## src/rtl/receive_engine_if.sv

```systemverilog
// Host-side bundle of the UART receive engine: serial input, frame configuration,
// read strobe and the received byte with its status flags.
interface receive_engine_if;
   logic        rx;
   logic        eight;
   logic        pen;
   logic        ohel;
   logic [18:0] k;
   logic        clr;
   logic [7:0]  rx_data;
   logic        rx_rdy;
   logic        perr;
   logic        ferr;
   logic        ovf;

   modport master (
      output rx, eight, pen, ohel, k, clr,
      input  rx_data, rx_rdy, perr, ferr, ovf
   );

   modport slave (
      input  rx, eight, pen, ohel, k, clr,
      output rx_data, rx_rdy, perr, ferr, ovf
   );
endinterface

```

## src/rtl/receive_engine.sv

```systemverilog
// UART receive engine: synchronizes rx, qualifies the start bit at half a bit time,
// samples data/parity/stop at mid-bit and reports the byte with parity/framing/overrun status.
module receive_engine #(
   parameter int SYNC_STAGES = 2
) (
   input logic             clk,
   input logic             rst,
   receive_engine_if.slave bus
);

   typedef enum logic [1:0] {IDLE, START, DATA} state_t;

   state_t                 state_q, state_d;
   logic [SYNC_STAGES-1:0] sync_q, sync_d;
   logic [18:0]            bt_q, bt_d;
   logic [3:0]             bc_q, bc_d;
   logic [9:0]             sr_q, sr_d;
   logic                   eight_q, eight_d;
   logic                   pen_q, pen_d;
   logic                   ohel_q, ohel_d;
   logic                   done_q, done_d;
   logic [7:0]             rx_data_q, rx_data_d;
   logic                   rx_rdy_q, rx_rdy_d;
   logic                   perr_q, perr_d;
   logic                   ferr_q, ferr_d;
   logic                   ovf_q, ovf_d;

   logic                   rxs;
   logic [18:0]            half_k;
   logic [3:0]             n_bits;
   logic [9:0]             aligned;
   logic [7:0]             data;
   logic                   par_bit;
   logic                   stop_bit;

   assign rxs    = sync_q[SYNC_STAGES-1];
   assign sync_d = {sync_q[SYNC_STAGES-2:0], bus.rx};
   assign half_k = bus.k >> 1;

   // Frame bits after the start bit, stop included; the shift register fills from
   // bit 9 downward, so the frame sits in the top n_bits positions.
   assign n_bits   = 4'd8 + {3'b000, eight_q} + {3'b000, pen_q};
   assign aligned  = sr_q >> (4'd10 - n_bits);
   assign data     = eight_q ? aligned[7:0] : {1'b0, aligned[6:0]};
   assign par_bit  = eight_q ? aligned[8] : aligned[7];
   assign stop_bit = aligned[n_bits - 4'd1];

   // NOTE: every signal assigned in this block gets a default first, so no path
   // leaves one unassigned and no latch is inferred.
   always_comb begin
      state_d   = state_q;
      bt_d      = bt_q;
      bc_d      = bc_q;
      sr_d      = sr_q;
      eight_d   = eight_q;
      pen_d     = pen_q;
      ohel_d    = ohel_q;
      done_d    = 1'b0;
      rx_data_d = rx_data_q;
      rx_rdy_d  = rx_rdy_q;
      perr_d    = perr_q;
      ferr_d    = ferr_q;
      ovf_d     = ovf_q;

      case (state_q)
         IDLE: begin
            bt_d = '0;
            if (!rxs) state_d = START;
         end
         START: begin
            if (bt_q == half_k) begin
               bt_d = '0;
               if (!rxs) begin
                  state_d = DATA;
                  bc_d    = '0;
                  eight_d = bus.eight;
                  pen_d   = bus.pen;
                  ohel_d  = bus.ohel;
               end else begin
                  state_d = IDLE;
               end
            end else begin
               bt_d = bt_q + 19'd1;
            end
         end
         DATA: begin
            if (bt_q == bus.k) begin
               bt_d = '0;
               sr_d = {rxs, sr_q[9:1]};
               bc_d = bc_q + 4'd1;
               if (bc_q + 4'd1 == n_bits) begin
                  state_d = IDLE;
                  done_d  = 1'b1;
               end
            end else begin
               bt_d = bt_q + 19'd1;
            end
         end
         default: state_d = IDLE;
      endcase

      if (bus.clr) begin
         rx_rdy_d = 1'b0;
         perr_d   = 1'b0;
         ferr_d   = 1'b0;
         ovf_d    = 1'b0;
      end

      // A completion in the same cycle as clr still delivers the new byte.
      if (done_q) begin
         rx_data_d = data;
         perr_d    = pen_q & (par_bit != (^data ^ ohel_q));
         ferr_d    = ~stop_bit;
         ovf_d     = bus.clr ? 1'b0 : (ovf_q | rx_rdy_q);
         rx_rdy_d  = 1'b1;
      end
   end

   // NOTE: sequential state uses non-blocking assignments only, so every flop
   // samples the pre-edge value of every other flop.
   always_ff @(posedge clk or negedge rst) begin
      if (!rst) begin
         state_q   <= IDLE;
         sync_q    <= '1;
         bt_q      <= '0;
         bc_q      <= '0;
         sr_q      <= '0;
         eight_q   <= 1'b0;
         pen_q     <= 1'b0;
         ohel_q    <= 1'b0;
         done_q    <= 1'b0;
         rx_data_q <= '0;
         rx_rdy_q  <= 1'b0;
         perr_q    <= 1'b0;
         ferr_q    <= 1'b0;
         ovf_q     <= 1'b0;
      end else begin
         state_q   <= state_d;
         sync_q    <= sync_d;
         bt_q      <= bt_d;
         bc_q      <= bc_d;
         sr_q      <= sr_d;
         eight_q   <= eight_d;
         pen_q     <= pen_d;
         ohel_q    <= ohel_d;
         done_q    <= done_d;
         rx_data_q <= rx_data_d;
         rx_rdy_q  <= rx_rdy_d;
         perr_q    <= perr_d;
         ferr_q    <= ferr_d;
         ovf_q     <= ovf_d;
      end
   end

   assign bus.rx_data = rx_data_q;
   assign bus.rx_rdy  = rx_rdy_q;
   assign bus.perr    = perr_q;
   assign bus.ferr    = ferr_q;
   assign bus.ovf     = ovf_q;

endmodule

```

## src/flat_wrapper.sv

```systemverilog
// flat-port wrapper written by rule: the top's interface ports become plain ports
module receive_engine_flat 
#(
   parameter int SYNC_STAGES = 2
)
  (clk, rst, bus_rx, bus_eight, bus_pen, bus_ohel, bus_k, bus_clr, bus_rx_data, bus_rx_rdy, bus_perr, bus_ferr, bus_ovf);
  receive_engine_if bus_i ();
  input logic clk;
  input logic rst;
  input wire logic [$bits(bus_i.rx)-1:0] bus_rx;
  input wire logic [$bits(bus_i.eight)-1:0] bus_eight;
  input wire logic [$bits(bus_i.pen)-1:0] bus_pen;
  input wire logic [$bits(bus_i.ohel)-1:0] bus_ohel;
  input wire logic [$bits(bus_i.k)-1:0] bus_k;
  input wire logic [$bits(bus_i.clr)-1:0] bus_clr;
  output wire logic [$bits(bus_i.rx_data)-1:0] bus_rx_data;
  output wire logic [$bits(bus_i.rx_rdy)-1:0] bus_rx_rdy;
  output wire logic [$bits(bus_i.perr)-1:0] bus_perr;
  output wire logic [$bits(bus_i.ferr)-1:0] bus_ferr;
  output wire logic [$bits(bus_i.ovf)-1:0] bus_ovf;
  assign bus_i.rx = bus_rx;
  assign bus_i.eight = bus_eight;
  assign bus_i.pen = bus_pen;
  assign bus_i.ohel = bus_ohel;
  assign bus_i.k = bus_k;
  assign bus_i.clr = bus_clr;
  assign bus_rx_data = bus_i.rx_data;
  assign bus_rx_rdy = bus_i.rx_rdy;
  assign bus_perr = bus_i.perr;
  assign bus_ferr = bus_i.ferr;
  assign bus_ovf = bus_i.ovf;
  receive_engine #(.SYNC_STAGES(SYNC_STAGES)) u_core (.clk(clk), .rst(rst), .bus(bus_i));
endmodule
```

## config.mk

```make
export PLATFORM = sky130hd
export DESIGN_NAME = receive_engine_flat
export DESIGN_NICKNAME = d
export VERILOG_FILES = /design/src/rtl/receive_engine_if.sv /design/src/rtl/receive_engine.sv /design/src/flat_wrapper.sv
export SDC_FILE = /design/constraint.sdc
export NUM_CORES = 1
export LEC_CHECK = 0
export BUFFER_PORTS_ARGS = -buffer_cell sky130_fd_sc_hd__buf_4
export CORE_MARGIN = 4
export CORE_UTILIZATION = 59
export DETAILED_ROUTE_END_ITERATION = 12
export GPL_TIMING_DRIVEN = 0
export HOLD_SLACK_MARGIN = 0.06
export PLACE_DENSITY = 0.89
export SLEW_MARGIN = 30
export SYNTH_ARGS = -nofsm -noshare
export SYNTH_HDL_FRONTEND = slang
export SYNTH_SLANG_ARGS = --single-unit
export TNS_END_PERCENT = 10
```

## constraint.sdc

```tcl
create_clock -name clk -period 2.93 [get_ports clk]
set_input_delay 0.1465 -clock clk [delete_from_list [all_inputs] [get_ports clk]]
set_output_delay 0.1465 -clock clk [all_outputs]
set_load 0.1 [all_outputs]
```

== Word-level counts from Yosys, hierarchy flattened ==
Index checks and enable logic that the tools add are counted.
Operators by class
  muxes and demuxes: 26
  reduce and logical (&&, ||, !) cells: 9
  equal/unequal tests: 11
  shift-type cells: 1
  bitwise operators: 5
  order comparisons: 1
  add/subtract/negate cells: 6
Operator list (count)
  case mux 19 bit (3 select lines): 1
  two-way mux 19 bit: 2
  adder 19 x 1 -> 19 bit, second input constant: 1
  == test 19 x 18 -> 1 bit: 1
  == test 19 bit: 1
  two-way mux 4 bit: 3
  two-way mux 1 bit: 11
  two-way mux 2 bit: 5
  right shift 10 x 4 -> 10 bit: 1
  two-way mux 8 bit: 1
  case mux 4 bit (2 select lines): 1
  AND reduction 4 bit: 2
  parity 8 bit: 1
  != test 2 x 1 -> 1 bit, second input constant: 3
  case mux 2 bit (3 select lines): 1
  < comparator 4 x 5 -> 1 bit, second input constant: 1
  adder 4 x 1 -> 4 bit: 1
  adder 4 x 1 -> 4 bit, first input constant: 1
  adder 4 x 1 -> 4 bit, second input constant: 1
  binary-select mux 1 bit (select 4 bit): 1
  == test 4 bit: 1
  != test 2 bit, second input constant: 2
  nonzero test 2 bit: 2
  subtractor 4 x 1 -> 4 bit, second input constant: 1
  other kinds (12): 13
Storage, ports and cells
  logic and storage cells: 73
  register bits after elaboration: 53
  input bits: 26
  output and inout port bits: 12

== Longest topological paths before layout ==
  word-level depth: 10
  gate-level depth with buffers: 10
  depth with buffers taken out: 9

== Least setup slack after synthesis ==
No wires, ideal clock.
  path kind: reg2reg
  start point: register u_core.eight_q
  end point: register u_core.perr_q, in the netlist u_core.bus.perr
  period minus slack after synthesis: 2217 ps
  data arrival time: 2094 ps
  buffers on the path: 1
  required time: 2807 ps
  stages on the path, launching flop included: 11
  path slack: 713 ps
  path through: dfrtp_1 inv_1 ha_1 buf_4 mux2i_1 a221oi_2 xor2_1 xnor2_1 xnor2_1 xnor2_1 a32o_1
On the way
  word-level cells in the longest chain between the ends: 10
  elaborated cells on any way between the ends: 11
RTL lines
  start, declared: line receive_engine.sv:18  | logic eight_q, eight_d;
  start signal, assigned: line receive_engine.sv:143  | eight_q <= eight_d;
  adder 4 x 1 -> 4 bit (2 in series): line receive_engine.sv:42  | assign n_bits = 4'd8 + {3'b000, eight_q} + {3'b000, pen_q};
  subtractor 4 bit: line receive_engine.sv:43  | assign aligned = sr_q >> (4'd10 - n_bits);
  right shift 10 x 4 -> 10 bit: line receive_engine.sv:43
  two-way mux 8 bit: line receive_engine.sv:44  | assign data = eight_q ? aligned[7:0] : {1'b0, aligned[6:0]};
  parity 8 bit: line receive_engine.sv:112  | perr_d = pen_q & (par_bit != (^data ^ ohel_q));
  bitwise XOR 1 bit: line receive_engine.sv:112
  != test 1 bit (*): line receive_engine.sv:112
  AND 1 bit (*): line receive_engine.sv:112
  two-way mux 1 bit (*): line receive_engine.sv:110  | if (done_q) begin
  end signal, assigned: line receive_engine.sv:149  | perr_q <= perr_d;
  end, declared: line receive_engine.sv:24  | logic perr_q, perr_d;
Every way passes the cells marked *; elsewhere a longest branch is shown, timed or not.
A chain may end at the register's enable or synchronous reset.

== Worst setup path in the final report ==
  start point: register u_core.pen_q
  end point: register u_core.perr_q, in the netlist u_core.bus.perr
On the way
  word-level cells in the longest chain between the ends: 9
  elaborated cells on any way between the ends: 10
RTL lines
  start, declared: line receive_engine.sv:19  | logic pen_q, pen_d;
  start signal, assigned: line receive_engine.sv:144  | pen_q <= pen_d;
  adder 4 x 1 -> 4 bit: line receive_engine.sv:42
  subtractor 4 bit: line receive_engine.sv:43
  right shift 10 x 4 -> 10 bit: line receive_engine.sv:43
  two-way mux 8 bit: line receive_engine.sv:44
  parity 8 bit: line receive_engine.sv:112
  bitwise XOR 1 bit: line receive_engine.sv:112
  != test 1 bit: line receive_engine.sv:112
  AND 1 bit (*): line receive_engine.sv:112
  two-way mux 1 bit (*): line receive_engine.sv:110
Marks and branches as above.

==> metrics.md <==
| Metric | Value |
|---|---|
| CP Class | reg2reg |
| Initial drt markers | 332 |
| Pwr dens | 331.7 nW/µm² |
| Seq/Total Area, Yosys | 38.58% |
| CP max stage delay | about 0.60 ns |
| CP most frequent cell | xnor2_1 |
| Mapped Nets | 400 |
| Synthesis-stage register bit count | 53 |
| Layout area overhead | 15.37% |
| First-pass GRT wire length | 12.96 mm |
| CTS tree | built |
| Final WS setup | roughly 0.29 ns |
| Detailed-route wire length | between 7 and 8 mm |
| Post-synth ARST share | 100.0% |
| Initial Util | 61.80% |
| CTS clk-pin slew, worst paths | 0.10 ns |
| Crit path arrival time | 2.85 ns |
| ANT cells | 0 |
| Pin count of the biggest net entering global routing | 54 |
| Cell Rows | 27 |
| Final Hold Violating Endpoints | 0 |
| DR DRC count | 0 |
| Worst slew pin tran | 0.8527 ns |
| Die Y-Extent | 84.41 µm |
| Max-cap violations | 0 |
| RSZ-0062 raised after global routing | no |
| Status | finished, final reports clean |
| Average size of a mapped cell | 9.437 µm² |
| Die width | around 84 µm |
| Antenna violations before repair | 0 |
| Unique masters post-synth | 48 |
| Setup TNS Final | 0 ns |
| EDFF count, synth | 0 |
| Dpl cell area | 3812 µm² |
| Static Leak | 1.794 nW |
| Final Instance Area | 3974 µm² |
| Root buf cell | clkbuf_8 |
| CTS buffer count | 5 |
| Port buffer count | 37 |
| Max-slew headroom | 42.63% |
| Netlist Area Pre-Place | 3445 µm² |
| I/O Pins | 38 |
| CP startpoint kind | flop |
| Final Hold Slack | 0.06947 ns |
| First drt pass iteration count | 5 |
| Vias in the first global route | between 2000 and 3000 |
| Vias per cell | 5.988 |
| Final setup fails | 0 |
| Synth Warn # | 0 |
| Wire per inst | between 15 and 20 µm |
| CTS H-tree depth | 2 |
| Post-synthesis cell count | 365 |
| Clock Skew | 0.009661 ns |
| Most used flip-flop cell after synthesis | dfrtp_1 |
| Resize count post-CTS | 0 |
| Grt total ovfl | 0 |
| Max IR drop VDD | approximately 0.00024 V |
| Most frequent cells in the layout | 51 x dfrtp_1, 39 x buf_4, 39 x nand2_1 |
| Crit-path cells | inv_1 > ha_1 > buf_4 > clkbuf_1 > a221oi_1 > xnor2_1 > xnor2_1 > xnor2_1 > a32o_1 |
| DP HPWL | 5.817 mm |
| Layout cells sized above 1 | 19.52% |
| Period utilisation layout | between 90% and 100% |
| Slew Limit Fails | 0 |
| Final core occ | 71.29% |
| Fmax | about 380 MHz |
| Bufs on Longest Clock Path | 2 |
| Worst hold path class | in2reg |
| Worst Path Buf+Inv | 3 |
| Largest delay contributor family on the critical path | compound AO/OA/AOI/OAI gates |
| Routed Antenna Nets | 0 |
| Worst-path cell with the longest stage delay | a221oi_1 |
| Crit-path max FO | 10 |
| CP required | 3.14 ns |
| Crit. End Element | flop |
| Setup Buffers After CTS | 0 |
| Placer Congestion | between 0.9 and 1 |
| Global-route usage over all layers | 22.12% |
| Pre-CTS WS | around 0.34 ns |
| Min Tclk post-route | 2.639 ns |
| Routed via count | 2916 |
| Commonest non-fill, non-tap cell in the layout | dfrtp_1 |
| Final-stage net count | 449 |
| Area of the core | 5574 µm² |
| Die Area | 7125 µm² |
| Worst-Skew Late Latency | 0.31 ns |
| Clock Sinks | 53 |
synth_stat cells (10+ instances only):
library cell | instances | area (µm²)
mux2_2 | 15 | 168.9
nand3_1 | 15 | 75.07
o22ai_1 | 12 | 75.07
xnor2_1 | 12 | 105.1
nor2_1 | 15 | 56.30
xor2_1 | 37 | 324.1
buf_2 | 10 | 50.05
mux2i_1 | 15 | 150.1
nand2_1 | 39 | 146.4
o21ai_0 | 16 | 80.08
inv_1 | 21 | 78.83
dfrtp_1 | 51 | 1276
routing by layer:
layer / vias to the layer above / GRT usage, % / part of all wire, %
met5: - / 0 / 0
met4: 0 / 6.043 / 1.7
met3: 18 / 4.220 / 6.7
met2: 124 / 36.15 / 48
met1: 1386 / 30.22 / 44
li1: 1388 / - / -
area by class of cell:
type                    count  area [µm²]
repair buffers             42       327.8
clock buffers               6       72.57
flip-flops and latches     53        1329
multi-input cells         265        1889
plain buffers              26       147.6
fillers                   407        1600
well taps                  72       90.09
clock inverters             2       38.79
inverters                  21       78.83
registers in the layout (all words and copies together) (netlist names):
register / cells
u_core.state_q: 2
u_core.bc_q: 4
u_core.done_q: 1
u_core.bus.rx_data: 8
u_core.sync_q: 2
u_core.bus.perr: 1
u_core.bus.rx_rdy: 1
u_core.pen_q: 1
u_core.bus.ferr: 1
u_core.ohel_q: 1
u_core.bus.ovf: 1
u_core.eight_q: 1
u_core.bt_q: 19
u_core.sr_q: 10
kinds of logic (layout without fill, tap and decap cells):
logic type,after synthesis,count (layout),share of synthesized area [%]
xor+xnor,49,49,12.46
simple gates,107,107,15.44
compound gates,69,69,13.77
flops,53,53,38.58
buf+inv,47,97,6.574
mux,31,31,9.916
fa+ha+maj,9,9,3.269
stage by stage:
stage               instances  total power [mW]
finish                    487             1.318
global placement          474            0.8219
floorplan                 365            0.7706
CTS                       487             1.325
detailed placement        474            0.8231
global route              487             1.370
worst reg2reg max path, stage by stage (launching register included):
cell,delay [ns]
dfrtp_1,0.40
inv_1,0.09
ha_1,0.31
buf_4,0.17
clkbuf_1,0.23
a221oi_1,0.60
xnor2_1,0.15
xnor2_1,0.23
xnor2_1,0.10
a32o_1,0.26
report_power, final:
| part | internal (mW) | switching (mW) | total (mW) | leakage (nW) |
|---|---|---|---|---|
| logic | 0.0386 | 0.0402 | 0.0788 | 1.08 |
| clock network | 0.257 | 0.247 | 0.504 | 0.0554 |
| registers | 0.733 | 0.00159 | 0.735 | 0.656 |
| total | 1.03 | 0.289 | 1.32 | 1.79 |
what timing repair did:
item | in CTS | in global routing
endpoints found under the hold margin | 55 | 0
hold buffers | 5 | 0
setup endpoints to repair | 0 | 0
path summary, 6_finish.rpt:
kind,from,end,slack [ns],depth (start not counted)
setup / recovery,u_core.pen_q$_DFFE_PN0P_,u_core.bus.perr$_DFFE_PN0P_,0.29,9
hold / removal,bus_ohel,u_core.ohel_q$_DFFE_PN0P_,0.07,2
setup reg to reg,u_core.pen_q$_DFFE_PN0P_,u_core.bus.perr$_DFFE_PN0P_,0.29,9
hold reg to reg,u_core.sync_q[0]$_DFF_PN1_,u_core.sync_q[1]$_DFF_PN1_,0.36,0
max in group asynchronous,rst,u_core.state_q[0]$_DFFE_PN0P_,2.08,2
min in group asynchronous,rst,u_core.bus.rx_data[0]$_DFFE_PN0P_,0.39,2
Note: power is estimated with default switching activity, not from simulation.
